## config.mk

```make
export PLATFORM = sky130hd
export DESIGN_NAME = seq_bcd_adder_display
export DESIGN_NICKNAME = d
export VERILOG_FILES = /design/src/rtl/seq_bcd_adder_display_pkg.sv /design/src/rtl/seq_bcd_adder_display_enc.sv /design/src/rtl/seq_bcd_adder_display.sv
export SDC_FILE = /design/constraint.sdc
export NUM_CORES = 1
export LEC_CHECK = 0
export BUFFER_PORTS_ARGS = -buffer_cell sky130_fd_sc_hd__buf_2
export CAP_MARGIN = 10
export CORE_MARGIN = 2
export CORE_UTILIZATION = 59
export DETAILED_ROUTE_END_ITERATION = 10
export PLACE_DENSITY = 0.8
export SLEW_MARGIN = 30
export SYNTH_ARGS = -nofsm -noshare
export SYNTH_HDL_FRONTEND = slang
export SYNTH_SLANG_ARGS = --single-unit
```

## constraint.sdc

```tcl
create_clock -name CLOCK_50 -period 2.91 [get_ports CLOCK_50]
set_clock_uncertainty 0.2 [all_clocks]
set_input_delay 0.291 -clock CLOCK_50 [delete_from_list [all_inputs] [get_ports CLOCK_50]]
set_output_delay 0.291 -clock CLOCK_50 [all_outputs]
set_load 0.05 [all_outputs]
```

## src/rtl/seq_bcd_adder_display_pkg.sv

```systemverilog
// -----------------------------------------------------------------------------
// seq_bcd_adder_display_pkg
// Shared definitions for the sequential add/subtract + BCD + 7-segment path:
//   state_t     FSM state encoding (IDLE, LOAD, CONV, DONE)
//   SEG_BLANK   active-low pattern with every segment off
//   SEG_MINUS   active-low pattern lighting only segment g
//   bcd_to_seg  BCD digit -> active-low {g,f,e,d,c,b,a}
//   cnt_width   width of the double-dabble iteration counter for a WIDTH
// -----------------------------------------------------------------------------
package seq_bcd_adder_display_pkg;

   typedef enum logic [1:0] {
      ST_IDLE = 2'd0,
      ST_LOAD = 2'd1,
      ST_CONV = 2'd2,
      ST_DONE = 2'd3
   } state_t;

   localparam logic [6:0] SEG_BLANK = 7'h7F;
   localparam logic [6:0] SEG_MINUS = ~7'h40;

   // Codes above 9 never occur after a correct conversion; they map to blank.
   function automatic logic [6:0] bcd_to_seg(input logic [3:0] digit);
      logic [6:0] lit;
      case (digit)
         4'd0:    lit = 7'h3F;
         4'd1:    lit = 7'h06;
         4'd2:    lit = 7'h5B;
         4'd3:    lit = 7'h4F;
         4'd4:    lit = 7'h66;
         4'd5:    lit = 7'h6D;
         4'd6:    lit = 7'h7D;
         4'd7:    lit = 7'h07;
         4'd8:    lit = 7'h7F;
         4'd9:    lit = 7'h67;
         default: lit = 7'h00;
      endcase
      return ~lit;
   endfunction

   // Counter must be able to hold WIDTH+1 (the iteration count).
   function automatic int cnt_width(input int width);
      return $clog2(width + 2);
   endfunction

endpackage

```

## src/rtl/seq_bcd_adder_display_enc.sv

```systemverilog
// -----------------------------------------------------------------------------
// bcd_seg7_enc
// Combinational encoder for one display digit.
//   digit  in  4  BCD digit value
//   blank  in  1  force all segments off
//   minus  in  1  show the minus sign instead of the digit (wins over blank)
//   seg    out 7  active-low {g,f,e,d,c,b,a}
// -----------------------------------------------------------------------------
module bcd_seg7_enc
   import seq_bcd_adder_display_pkg::*;
(
   input  logic [3:0] digit,
   input  logic       blank,
   input  logic       minus,
   output logic [6:0] seg
);

   always_comb begin
      seg = bcd_to_seg(digit);
      if (minus) begin
         seg = SEG_MINUS;
      end else if (blank) begin
         seg = SEG_BLANK;
      end
   end

endmodule

```

## src/rtl/seq_bcd_adder_display.sv

```systemverilog
// -----------------------------------------------------------------------------
// seq_bcd_adder_display
// Registered add / absolute-subtract unit with an iterative double-dabble
// binary-to-BCD converter (one shift per clock) and 7-segment digit outputs.
//   CLOCK_50 in  1          clock, rising edge
//   rst_n    in  1          synchronous reset, active-low
//   start    in  1          request, accepted only while idle
//   sub      in  1          0: a+b, 1: |a-b|  (sampled with start)
//   a, b     in  WIDTH      operands (sampled with start)
//   busy     out 1          operation in progress
//   done     out 1          one-cycle pulse, results valid from this cycle
//   neg      out 1          result negative (sub=1 and a<b)
//   sum      out WIDTH+1    binary magnitude
//   bcd      out 4*DIGITS   BCD magnitude, digit k = bcd[4k+3:4k]
//   seg      out 7*DIGITS   active-low segments, digit k = seg[7k+6:7k]
// -----------------------------------------------------------------------------
module seq_bcd_adder_display
   import seq_bcd_adder_display_pkg::*;
#(
   parameter int WIDTH    = 8,
   parameter int DIGITS   = 3,
   parameter bit BLANK_LZ = 1'b1
)
(
   input  logic                  CLOCK_50,
   input  logic                  rst_n,
   input  logic                  start,
   input  logic                  sub,
   input  logic [WIDTH-1:0]      a,
   input  logic [WIDTH-1:0]      b,
   output logic                  busy,
   output logic                  done,
   output logic                  neg,
   output logic [WIDTH:0]        sum,
   output logic [4*DIGITS-1:0]   bcd,
   output logic [7*DIGITS-1:0]   seg
);

   localparam int RES_W = WIDTH + 1;
   localparam int BCD_W = 4 * DIGITS;
   localparam int SEG_W = 7 * DIGITS;
   localparam int CNT_W = cnt_width(WIDTH);
   localparam logic [CNT_W-1:0] LAST_ITER = CNT_W'(WIDTH);

   state_t             state_reg, state_next;
   logic [WIDTH-1:0]   a_reg, a_next, b_reg, b_next;
   logic               sub_reg, sub_next;
   logic [RES_W-1:0]   r_reg, r_next;
   logic               n_reg, n_next;
   logic [BCD_W-1:0]   acc_reg, acc_next;
   logic [RES_W-1:0]   bin_reg, bin_next;
   logic [CNT_W-1:0]   cnt_reg, cnt_next;
   logic               busy_reg, busy_next;
   logic               done_reg, done_next;
   logic               neg_reg, neg_next;
   logic [RES_W-1:0]   sum_reg, sum_next;
   logic [BCD_W-1:0]   bcd_reg, bcd_next;
   logic [SEG_W-1:0]   seg_reg, seg_next;

   logic [BCD_W-1:0]   acc_adj;
   logic [SEG_W-1:0]   seg_enc;
   logic [DIGITS-1:0]  shown;
   logic [DIGITS-1:0]  minus_d;

   // Double-dabble correction: any digit >= 5 gets +3 before the shift so
   // that the shift carries it into the next decade correctly.
   genvar gi;
   generate
      for (gi = 0; gi < DIGITS; gi++) begin : g_adj
         assign acc_adj[4*gi +: 4] = (acc_reg[4*gi +: 4] >= 4'd5) ?
                                     acc_reg[4*gi +: 4] + 4'd3 : acc_reg[4*gi +: 4];
      end
   endgenerate

   // Display decode works on the finished conversion; it is only captured in
   // DONE, when acc_reg holds the final BCD value.
   // A digit is shown if it or any digit above it is nonzero (digit 0 always).
   // The minus sign goes on the first blanked digit above the top shown one.
   generate
      for (gi = 0; gi < DIGITS; gi++) begin : g_digit
         if (gi == 0) begin : g_lsd
            assign shown[gi]   = 1'b1;
            assign minus_d[gi] = 1'b0;
         end else begin : g_upper
            assign shown[gi]   = !BLANK_LZ || (|acc_reg[BCD_W-1:4*gi]);
            assign minus_d[gi] = BLANK_LZ && n_reg && !shown[gi] && shown[gi-1];
         end

         bcd_seg7_enc u_enc (
            .digit (acc_reg[4*gi +: 4]),
            .blank (!shown[gi]),
            .minus (minus_d[gi]),
            .seg   (seg_enc[7*gi +: 7])
         );
      end
   endgenerate

   always_comb begin
      state_next = state_reg;
      a_next     = a_reg;
      b_next     = b_reg;
      sub_next   = sub_reg;
      r_next     = r_reg;
      n_next     = n_reg;
      acc_next   = acc_reg;
      bin_next   = bin_reg;
      cnt_next   = cnt_reg;
      busy_next  = busy_reg;
      done_next  = 1'b0;
      neg_next   = neg_reg;
      sum_next   = sum_reg;
      bcd_next   = bcd_reg;
      seg_next   = seg_reg;

      case (state_reg)
         ST_IDLE: begin
            if (start) begin
               a_next     = a;
               b_next     = b;
               sub_next   = sub;
               busy_next  = 1'b1;
               state_next = ST_LOAD;
            end
         end
         ST_LOAD: begin
            if (!sub_reg) begin
               r_next = {1'b0, a_reg} + {1'b0, b_reg};
               n_next = 1'b0;
            end else if (a_reg >= b_reg) begin
               r_next = {1'b0, a_reg - b_reg};
               n_next = 1'b0;
            end else begin
               r_next = {1'b0, b_reg - a_reg};
               n_next = 1'b1;
            end
            acc_next   = '0;
            bin_next   = r_next;
            cnt_next   = '0;
            state_next = ST_CONV;
         end
         ST_CONV: begin
            {acc_next, bin_next} = {acc_adj, bin_reg} << 1;
            cnt_next             = cnt_reg + CNT_W'(1);
            if (cnt_reg == LAST_ITER) begin
               state_next = ST_DONE;
            end
         end
         ST_DONE: begin
            sum_next   = r_reg;
            neg_next   = n_reg;
            bcd_next   = acc_reg;
            seg_next   = seg_enc;
            done_next  = 1'b1;
            busy_next  = 1'b0;
            state_next = ST_IDLE;
         end
         default: begin
            state_next = ST_IDLE;
         end
      endcase
   end

   always_ff @(posedge CLOCK_50) begin
      if (!rst_n) begin
         state_reg <= ST_IDLE;
         a_reg     <= '0;
         b_reg     <= '0;
         sub_reg   <= 1'b0;
         r_reg     <= '0;
         n_reg     <= 1'b0;
         acc_reg   <= '0;
         bin_reg   <= '0;
         cnt_reg   <= '0;
         busy_reg  <= 1'b0;
         done_reg  <= 1'b0;
         neg_reg   <= 1'b0;
         sum_reg   <= '0;
         bcd_reg   <= '0;
         seg_reg   <= {DIGITS{SEG_BLANK}};
      end else begin
         state_reg <= state_next;
         a_reg     <= a_next;
         b_reg     <= b_next;
         sub_reg   <= sub_next;
         r_reg     <= r_next;
         n_reg     <= n_next;
         acc_reg   <= acc_next;
         bin_reg   <= bin_next;
         cnt_reg   <= cnt_next;
         busy_reg  <= busy_next;
         done_reg  <= done_next;
         neg_reg   <= neg_next;
         sum_reg   <= sum_next;
         bcd_reg   <= bcd_next;
         seg_reg   <= seg_next;
      end
   end

   assign busy = busy_reg;
   assign done = done_reg;
   assign neg  = neg_reg;
   assign sum  = sum_reg;
   assign bcd  = bcd_reg;
   assign seg  = seg_reg;

endmodule

```

==> flow_summary.ini <==
[setup_path]
end_kind = flip-flop
critPathBufInv = 1
crit_type = reg -> reg
crit_family = compound AO/OA/AOI/OAI gates
worstPathCellList = inv_1 -> ha_1 -> a21oi_2 -> a31oi_2 -> nor3_4 -> mux2_2 -> a21oi_2 -> xor2_1 -> a21oi_1
cp_common_cell = a21oi_2
start_kind = flip-flop
critical_path_arrival_ns = 2.97
cp_max_fo = 8
critPathRequiredTime_ns = 3.10
cp_slowest_cell = ha_1
max_stage_delay_ns = 0.40

[sta]
hold_violations = 0
finalMaxSlewViolations = 0
fin_crit_sh_pct = 95.6
min_period_ns = 2.78
slew_headroom_pct = 54.1
setup_viol = 0
worst_slew_pin_slew_ns = 0.688
fmax_mhz = 360
fin_ws_ns = 0.129
holdWs_ns = 0.0772
tns_ns = 0

[cts]
cts.path.max_buffers = 2
cts-root-buf = clkbuf_8
clkLatencyLatePin_ns = 0.52
cts_made_buffers = 17
htree_levels = 4
tritoncts = yes
cts.sinks = 120
clk_pin_slew_ns = 0.06

[global_route]
first_global_vias = 5204
grt_max_degree = 44
antenna_found_initial = 0
grt_overflow = 0
grt_use_total_pct = 26.6
grt_pass1_wl_mm = 23.9

[detailed_routing]
drt_wl_total_mm = 14.5
drt_iter0_drc = 212
topRoutingLayerUsed = met4
wl_met1_mm = 5.80
viasPerCell = 5.55
drt_pass1_iterations = 4
drcViolationCount = 0
drtAntennaViolNets = 0
wl_met3_um = 448
wl_met2_mm = 7.85
vias = 5165
wl_per_cell_um = 15.6

[logic_synthesis]
synth.distinct_cells = 55
syn_area_per_cell_um2 = 8.58
yosys.area_share.simple_pct = 17.8
synth_compound_area_share_pct = 17.0
ys_ff_latch = 120
ys.flop_type = dfxtp_1
synthArstFlopShare_pct = 0
synth.area.mux_share_pct = 6.59
synth.yosys.seq_area_share_pct = 39.7
synth_edf_count = 0
netlist_area_um2 = 6060
synth_nets = 783
synth_top_family_by_area = simple AND/OR/NAND/NOR gates
yosys_warnings = 0
synth_xor_area_share_pct = 1.16
synthCells = 706
synth_adder_area_share_pct = 12.1

[finish]
area_growth_pct = 20.0
antenna_cells = 0
layout.nets = 862
drive_gt1_share_pct = 16.7

[place]
pre_cts_slack_ns = 0.141
hpwl_mm = 9.95
io_buffers = 64
place_congestion = 0.940

[power]
leakage_nw = 3.10
p_per_area_nw_per_um2 = 807
power_mw = 5.86
ir_worst_vdd_v = 0.000460

[die]
die_h_um = 105
start_util_pct = 61.4
io_pins = 65
placementRows = 36
coreArea_um2 = 9860
fp.dieW_um = 105
dieArea_um2 = 11100

[run]
maxCapViolCount = 0

[worst_hold_path]
holdCritPathClass = in -> reg

[status]
status = finished, final reports clean
worst paths after layout:
check                 start          to  slack [ns]  depth (start not counted)
setup / recovery   a_reg[3]  bin_reg[3]        0.13                          9
hold / removal        rst_n      seg[1]        0.08                          3
setup reg to reg   a_reg[3]  bin_reg[3]        0.13                          9
hold reg to reg   flip-flop     seg[11]        0.20                          1
final cells by class:
type                    instances  area [um2]
fillers                       756        2600
well taps                     133         166
flip-flops and latches        120        2400
clock inverters                15         166
inverters                      46         173
repair buffers                 98         621
clock buffers                  17         414
multi-input cells             502        3320
cell usage after synthesis (2+ instances only):
master | number | area (um2)
or2_2 | 3 | 18.8
xnor2_1 | 6 | 52.6
a311oi_1 | 2 | 17.5
nand3b_1 | 12 | 90.1
ha_1 | 54 | 676
nand3_1 | 10 | 50.1
nor2b_1 | 7 | 43.8
a21o_1 | 13 | 97.6
a41o_1 | 3 | 30.0
a221oi_1 | 2 | 17.5
mux2_2 | 7 | 78.8
or3_1 | 3 | 18.8
buf_1 | 4 | 15.0
a21oi_1 | 66 | 330
a211oi_1 | 10 | 75.1
nand2_1 | 82 | 308
nor3b_1 | 4 | 30.0
buf_2 | 9 | 45.0
o21bai_1 | 2 | 15.0
nor3_1 | 4 | 20.0
nand2b_1 | 14 | 87.6
o21ai_0 | 33 | 165
inv_1 | 45 | 169
a41oi_1 | 2 | 17.5
xor2_1 | 2 | 17.5
o211ai_1 | 3 | 22.5
a221o_1 | 2 | 20.0
a32o_1 | 3 | 30.0
o21ai_1 | 2 | 10.0
and2_1 | 8 | 50.1
a2bb2oi_1 | 2 | 17.5
fa_1 | 3 | 60.1
o31ai_1 | 5 | 37.5
clkbuf_1 | 23 | 86.3
a31o_2 | 2 | 17.5
mux2i_1 | 32 | 320
nand4_1 | 6 | 37.5
nor2_1 | 74 | 278
dfxtp_1 | 120 | 2400
a31oi_1 | 2 | 12.5
o22ai_1 | 4 | 25.0
a21oi_2 | 3 | 26.3
cells in the final DEF (no fill, tap or decap), types with 5 or more instances in the layout:
master / synthesis / routed
nand2_1: 82 / 82
nand3b_1: 12 / 12
buf_4: 1 / 16
dfxtp_1: 120 / 119
a21o_1: 13 / 13
a211oi_1: 10 / 10
nand3_1: 10 / 10
o21ai_0: 33 / 33
dlygate4sd3_1: 0 / 18
xnor2_1: 6 / 6
o31ai_1: 5 / 5
mux2i_1: 32 / 32
inv_1: 45 / 45
clkbuf_16: 0 / 16
ha_1: 54 / 53
nor2_1: 74 / 74
nand4_1: 6 / 6
nand2b_1: 14 / 14
and2_1: 8 / 8
a21oi_1: 66 / 66
buf_2: 9 / 64
nor2b_1: 7 / 7
mux2_2: 7 / 7
through the flow:
stage	utilization, %	instances	cell area [um2]
after floorplan	-	706	6060
after CTS	73.5	930	7250
final	73.7	931	7270
after global placement	65.8	880	6490
after global routing	73.7	931	7270
after detailed placement	65.8	880	6490
logic make-up (layout without fill, tap and decap cells):
| logic type | after synthesis | after routing |
|---|---|---|
| AO/OA/AOI/OAI | 166 | 166 |
| flip-flops | 120 | 120 |
| AND/OR/NAND/NOR | 232 | 232 |
| buffers and inverters | 84 | 176 |
| adder cells (fa/ha/maj) | 57 | 57 |
| multiplexers | 39 | 39 |
| XOR/XNOR | 8 | 8 |
per-layer routing:
layer  vias up  track usage [%]
met5         -                0
met4         0             12.3
met3        33             4.64
met2       128             50.8
met1      2440             28.1
li1       2564                -
worst min-delay path: cells and delay by family:
kind / cells / cell delay, ns
buf+inv: 2 / 0.36
simple gates: 1 / 0.10
power by group:
part           internal [mW]  switching (mW)  leakage (nW)
Combinational          0.734            1.11          1.85
Sequential              1.81           0.141         0.974
Clock                   1.24           0.827         0.281
Total                   3.78            2.08          3.10
what timing repair did:
action | in CTS | in global routing
hold buffers | 18 | 0
endpoints found under the setup margin | 0 | 7
resized for setup | 0 | 2
endpoints found under the hold margin | 18 | 0
buffers inserted | 0 | 1
Note: power is estimated with default switching activity, not from simulation.
